===== config.mk =====
export PLATFORM = sky130hd
export DESIGN_NAME = proc_inst_dcod_pipe
export DESIGN_NICKNAME = d
export VERILOG_FILES = /design/src/rtl/proc_inst_dcod_pipe.sv
export SDC_FILE = /design/constraint.sdc
export NUM_CORES = 1
export LEC_CHECK = 0
export CORE_ASPECT_RATIO = 1.5
export CORE_MARGIN = 1
export CORE_UTILIZATION = 40
export DETAILED_ROUTE_END_ITERATION = 8
export PLACE_DENSITY = 0.73
export SLEW_MARGIN = 20
export SYNTH_ARGS = -nofsm -noshare
export SYNTH_HDL_FRONTEND = slang
export SYNTH_SLANG_ARGS = --single-unit

===== constraint.sdc =====
create_clock -name i_clk -period 3.63 [get_ports i_clk]
set_input_delay 0.726 -clock i_clk [delete_from_list [all_inputs] [get_ports i_clk]]
set_output_delay 0.726 -clock i_clk [all_outputs]
set_load 0.05 [all_outputs]

===== src/rtl/proc_inst_dcod_pipe.sv =====
// -----------------------------------------------------------------------------
// proc_inst_dcod_pipe
// Registered MIPS instruction-decode stage. Raw instruction words from fetch
// are buffered in a two-entry skid FIFO. The head entry is decoded
// combinationally into every instruction field for the register-read stage.
//
// Ports
//   i_clk        rising-edge clock
//   i_rst_n      asynchronous active-low reset
//   i_flush      synchronous flush; empties the FIFO and discards this
//                cycle's accept/deliver
//   i_inst_vld   fetch offers i_inst_prse
//   i_inst_prse  32-bit instruction word
//   o_inst_rdy   stage can accept (depends only on registered occupancy)
//   o_dcod_vld   a decoded instruction is presented
//   i_dcod_rdy   downstream accepts the presented instruction
//   o_inst_*     decoded fields of the head word (all zero when not valid)
//   o_inst_type  00 R, 01 I, 10 J
//   o_dcod_cnt   instructions delivered since reset (wraps)
// -----------------------------------------------------------------------------
module proc_inst_dcod_pipe #(
   parameter int INST_WIDTH = 5,
   parameter int XLEN       = 32,
   parameter int CNT_WIDTH  = 16
) (
   input  logic                     i_clk,
   input  logic                     i_rst_n,
   input  logic                     i_flush,
   input  logic                     i_inst_vld,
   input  logic [2**INST_WIDTH-1:0] i_inst_prse,
   output logic                     o_inst_rdy,
   output logic                     o_dcod_vld,
   input  logic                     i_dcod_rdy,
   output logic [5:0]               o_inst_opcd,
   output logic [4:0]               o_inst_rs,
   output logic [4:0]               o_inst_rt,
   output logic [4:0]               o_inst_rd,
   output logic [4:0]               o_inst_shmt,
   output logic [5:0]               o_inst_fnct,
   output logic [XLEN-1:0]          o_inst_imm,
   output logic [25:0]              o_inst_jtgt,
   output logic [1:0]               o_inst_type,
   output logic [CNT_WIDTH-1:0]     o_dcod_cnt
);

   localparam int IW = 2**INST_WIDTH;

   // Only the 32-bit MIPS encoding is decoded; anything else is a build error.
   if (INST_WIDTH != 5) begin : g_bad_inst_width
      $error("proc_inst_dcod_pipe: INST_WIDTH must be 5");
   end
   if (XLEN < 16) begin : g_bad_xlen
      $error("proc_inst_dcod_pipe: XLEN must be >= 16");
   end

   // ANDI/ORI/XORI take a zero-extended immediate; all others sign-extend.
   function automatic logic [XLEN-1:0] ext_imm(input logic [5:0]  opcd,
                                               input logic [15:0] imm16);
      logic signed [15:0] simm;
      simm = imm16;
      if (opcd == 6'h0C || opcd == 6'h0D || opcd == 6'h0E)
         ext_imm = XLEN'(imm16);
      else
         ext_imm = XLEN'(simm);
   endfunction

   function automatic logic [1:0] inst_type(input logic [5:0] opcd);
      if (opcd == 6'h00)
         inst_type = 2'b00;
      else if (opcd == 6'h02 || opcd == 6'h03)
         inst_type = 2'b10;
      else
         inst_type = 2'b01;
   endfunction

   logic [IW-1:0]        mem_p0 [2];
   logic                 wr_ptr_p0;
   logic                 rd_ptr_p0;
   logic [1:0]           cnt_p0;
   logic [CNT_WIDTH-1:0] dcod_cnt_p0;
   logic                 vld_p0;
   logic                 accept;
   logic                 deliver;
   logic [IW-1:0]        head_p0;

   assign vld_p0     = (cnt_p0 != 2'd0);
   assign o_inst_rdy = (cnt_p0 != 2'd2);
   assign o_dcod_vld = vld_p0;
   assign o_dcod_cnt = dcod_cnt_p0;
   assign accept     = i_inst_vld & o_inst_rdy;
   assign deliver    = vld_p0 & i_dcod_rdy;

   // ---- stage p0: FIFO control (reset) ----
   always_ff @(posedge i_clk or negedge i_rst_n) begin
      if (!i_rst_n) begin
         wr_ptr_p0   <= 1'b0;
         rd_ptr_p0   <= 1'b0;
         cnt_p0      <= 2'd0;
         dcod_cnt_p0 <= '0;
      end else if (i_flush) begin
         wr_ptr_p0 <= 1'b0;
         rd_ptr_p0 <= 1'b0;
         cnt_p0    <= 2'd0;
      end else begin
         if (accept)
            wr_ptr_p0 <= wr_ptr_p0 + 1'b1;
         if (deliver) begin
            rd_ptr_p0   <= rd_ptr_p0 + 1'b1;
            dcod_cnt_p0 <= dcod_cnt_p0 + CNT_WIDTH'(1);
         end
         if (accept && !deliver)
            cnt_p0 <= cnt_p0 + 2'd1;
         else if (!accept && deliver)
            cnt_p0 <= cnt_p0 - 2'd1;
      end
   end

   // FIFO storage carries no reset; empty entries are never observed because
   // every decoded output is gated by vld_p0.
   always_ff @(posedge i_clk) begin
      if (accept && !i_flush)
         mem_p0[wr_ptr_p0] <= i_inst_prse;
   end

   assign head_p0 = mem_p0[rd_ptr_p0];

   // ---- decode of head entry (combinational) ----
   always_comb begin
      o_inst_opcd = '0;
      o_inst_rs   = '0;
      o_inst_rt   = '0;
      o_inst_rd   = '0;
      o_inst_shmt = '0;
      o_inst_fnct = '0;
      o_inst_imm  = '0;
      o_inst_jtgt = '0;
      o_inst_type = '0;
      if (vld_p0) begin
         o_inst_opcd = head_p0[31:26];
         o_inst_rs   = head_p0[25:21];
         o_inst_rt   = head_p0[20:16];
         o_inst_rd   = head_p0[15:11];
         o_inst_shmt = head_p0[10:6];
         o_inst_fnct = head_p0[5:0];
         o_inst_imm  = ext_imm(head_p0[31:26], head_p0[15:0]);
         o_inst_jtgt = head_p0[25:0];
         o_inst_type = inst_type(head_p0[31:26]);
      end
   end

endmodule


==> reports/results.env <==
TOTAL_POWER_W=0.00281
DRV_SLEW=0
INITIAL_CORE_UTILIZATION_PCT=41.7
POSTCTSRESIZEDCELLS=0
GRT_PASS1_WL_MM=11.2
HP-CLASS='flip-flop to flip-flop'
DRT-WIRELENGTH-PER-CELL_UM=14.5
YOSYS_WARNINGS=0
DRT-INITIAL-DRC-COUNT=130
YS.FLOP_TYPE='sky130_fd_sc_hd__edfxtp_1'
IR_WORST_VDD_mV=0.449
R2R_START='cnt_p0[0]'
DIE_HEIGHT_UM=123
POST-ROUTE-UTIL_PCT=57.2
POST_CTS_BUFFERS=0
HOLD-PATH-CELL-COUNT=1
ROOT_BUFFER='sky130_fd_sc_hd__clkbuf_16'
ANTENNA_CELLS=0
CP_MAX_FO=21
TOP_LEVEL_I_O_COUNT=147
CTS_BUFFERS=9
SYN_AREA_SQ_MM=0.00388
POST_CTS_HOLD_BUFFER_COUNT=0
GRT_START_MAX_NET_PINS=36
REG2REGPATHDEPTH=4
WORST_EP_ARRIVAL_TIME_PS=2450
SYNTHDISTINCTLIBCELLS=31
WORSTSETUPPATHTYPE='flip-flop to output port'
FIN_NETS=433
LAYOUT_AREA_OVERHEAD_PCT=37.2
DRT-VIAS-PER-INSTANCE=4.82
DRT_FIRST_PASS_ITERS=4
POSTSYNTHAREAPERCELL_SQ_UM=13.0
TIMING.CRITICAL_PATH.TO_TYPE='output port'
TOTAL_LEAKAGE_POWER_nW=1.93
TIMING.CLOCK.SKEW_PS=8.93
SYNTH.YOSYS.SEQ_AREA_SHARE_PCT=62.4
CELLPOWERDENSITY_mW_PER_MM2=527
FINALCRITPERIODSHARE_PCT=87.5
SETUP_TNS_PS=0
CORE_AREA_SQ_MM=0.00931
RELSLEWSLACK_PCT=40.6
CTS_BUFFER_DEPTH=2
MAX_CLOCK_FREQ_MHz=315
IO_BUFFERS=146
FINISH.CELL_COUNT_WITHOUT_FILLERS=512
POST-DP-HPWL_MM=5.33
POSTSYNTHNETCOUNT=336
ENDPOINT='o_inst_jtgt[14]'
N_FILL_CELL=785
POST_SYNTH_EDFFS=64
DRC=0
DRIVE_GT1_SHARE_PCT=11.0
GRTUSAGETOTAL_PCT=15.2
SYNTH_ASYNC_SR_FLOP_SHARE_PCT=23.8
CLKSLEWWORSTSETUPHOLDPATHS_PS=60
VIA_COUNT=2469
FIN_CRIT_PS=3170
GP_WEIGHTED_CONGESTION=0.741
DRT_ANTENNA_NET_COUNT=0
DESIGN_AREA_SQ_MM=0.00533
FP.DIEAREA_SQ_MM=0.0101
DPL-INSTANCE-AREA_SQ_MM=0.00504
DETAIL_ROUTE.WIRELENGTH_MM=7.40
STATUS='finished clean'
RR_ENDPOINT='mem_p0[1][18]'
FLOORPLAN.DIE.WIDTH_UM=82.4
HOLD_VIOLATIONS=0
TRITONCTS='yes'
NUMPLACEDINSTANCES=496
GR-TOTAL-OVERFLOW=0
ROWS=43
SETUP_REPAIR_AFTER_GLOBAL_ROUTING_MISSED_ITS_MARGIN='no'
SETUP_VIOL=0
CP-STARTPOINT='rd_ptr_p0'
NUMBER_OF_GLOBAL_ROUTE_VIAS_BEFORE_REPAIR=2350
CRITICAL_PATH.STARTPOINT_TYPE='flip-flop'
ANTENNA_FOUND_INITIAL=0
CLOCK_SINKS=84
SYNTH-SEQ-CELLS=84
CTS_HTREE_LEVELS=3
CLOCK_INSERTION_DELAY_WORST_SKEW_PS=330
SYN-INSTANCE-COUNT=298
TIGHTESTPINTRANSITION_PS=888
REGTOREGSETUPSLACK_PS=1820
CAP_VIOL_MAX_COUNT=0
REQUIRED_PS=2900
## synth_stat cells (3+ instances only)
cell,n,area (sq um)
sky130_fd_sc_hd__a21oi_1,5,25.0
sky130_fd_sc_hd__and3_1,4,25.0
sky130_fd_sc_hd__buf_2,4,20.0
sky130_fd_sc_hd__buf_4,57,428
sky130_fd_sc_hd__clkbuf_1,4,15.0
sky130_fd_sc_hd__dfrtp_1,20,500
sky130_fd_sc_hd__edfxtp_1,64,1920
sky130_fd_sc_hd__inv_1,3,11.3
sky130_fd_sc_hd__mux2i_1,30,300
sky130_fd_sc_hd__nand2_1,9,33.8
sky130_fd_sc_hd__nand2b_1,6,37.5
sky130_fd_sc_hd__nand3_1,8,40.0
sky130_fd_sc_hd__nand4_1,6,37.5
sky130_fd_sc_hd__nor2_1,37,139
sky130_fd_sc_hd__nor3_1,5,25.0
sky130_fd_sc_hd__o21ai_0,3,15.0
sky130_fd_sc_hd__xnor2_1,12,105
sky130_fd_sc_hd__xor2_1,5,43.8
## critical path, cell delays in order, from the launching register on
cell and delay, ps:
sky130_fd_sc_hd__dfrtp_2 640, sky130_fd_sc_hd__buf_4 330, sky130_fd_sc_hd__mux2i_1 100, sky130_fd_sc_hd__nor2_1 190
sky130_fd_sc_hd__clkdlybuf4s50_1 850
## cells by family after synthesis
kind of cell | count (synthesis) | share of synthesized area (%)
fa+ha+maj | 1 | 0.322
buf+inv | 68 | 12.2
flops | 84 | 62.4
simple gates | 82 | 10.7
compound gates | 15 | 2.42
mux | 31 | 8.03
xor+xnor | 17 | 3.84
## layer usage
layer / global-route usage [%] / share of wire (%) / vias to the layer above / wire length, um
li1: - / - / 1186 / -
met1: 15.7 / 36 / 1187 / 2630
met2: 27.4 / 55 / 90 / 4060
met3: 5.06 / 8.6 / 6 / 633
met4: 6.03 / 1.1 / 0 / 79
met5: 0 / 0 / - / 0
## worst min path at each step
| stage | start | endpoint | slack (ps) |
|---|---|---|---|
| 6_report | o_dcod_cnt[15] | o_dcod_cnt[15] | 480 |
| 5_1_grt | o_dcod_cnt[15] | o_dcod_cnt[15] | 520 |
| 4_1_cts | o_dcod_cnt[15] | o_dcod_cnt[15] | 490 |
| 3_5_place_dp | o_dcod_cnt[15] | o_dcod_cnt[15] | 470 |
| 3_3_place_gp | o_dcod_cnt[15] | o_dcod_cnt[15] | 460 |
| 2_1_floorplan | i_rst_n | cnt_p0[0] | 430 |
## sequential cells by signal, summed over array words and instances, names as in the netlist
| register | count |
|---|---|
| mem_p0 | 64 |
| o_dcod_cnt | 16 |
| rd_ptr_p0 | 1 |
| cnt_p0 | 2 |
| wr_ptr_p0 | 1 |
## where the power goes
group	switching, W	internal [W]	total, W
combinational	0.000530	0.000264	0.000794
sequential	0.0000568	0.00110	0.00115
clock	0.000328	0.000529	0.000857
## through the flow
stage                     hold slack [ps]  setup WS, ps
after floorplan                       430           392
final                                 481           455
after CTS                             489           429
after global routing                  518           310
after detailed placement              473           773
after global placement                463           824
## cell usage in the layout, fill, tap and decap left out, types with 3 or more instances in the layout
cell and n:
sky130_fd_sc_hd__clkinv_2 3, sky130_fd_sc_hd__clkdlybuf4s50_1 129, sky130_fd_sc_hd__nor3_1 4, sky130_fd_sc_hd__xor2_1 5
sky130_fd_sc_hd__o21ai_0 3, sky130_fd_sc_hd__mux2i_1 30, sky130_fd_sc_hd__xnor2_1 12, sky130_fd_sc_hd__a21oi_1 5
sky130_fd_sc_hd__and3_1 4, sky130_fd_sc_hd__nand2_1 9, sky130_fd_sc_hd__edfxtp_1 64, sky130_fd_sc_hd__nor2_1 36
sky130_fd_sc_hd__nand2b_1 6, sky130_fd_sc_hd__nand3_1 8, sky130_fd_sc_hd__dfrtp_1 19, sky130_fd_sc_hd__nand4_1 6
sky130_fd_sc_hd__buf_4 22, sky130_fd_sc_hd__clkbuf_16 9, sky130_fd_sc_hd__inv_1 3
## cell type report
cell class / count / area, sq um / area share (%)
clock inverters: 5 / 52.6 / 0.987
inverters: 3 / 11.3 / 0.211
well taps: 112 / 140 / 2.63
multi-input cells: 146 / 1010 / 18.9
repair buffers: 151 / 1460 / 27.3
flip-flops and latches: 84 / 2420 / 45.5
clock buffers: 11 / 233 / 4.37
(Power assumes the default switching activity.)
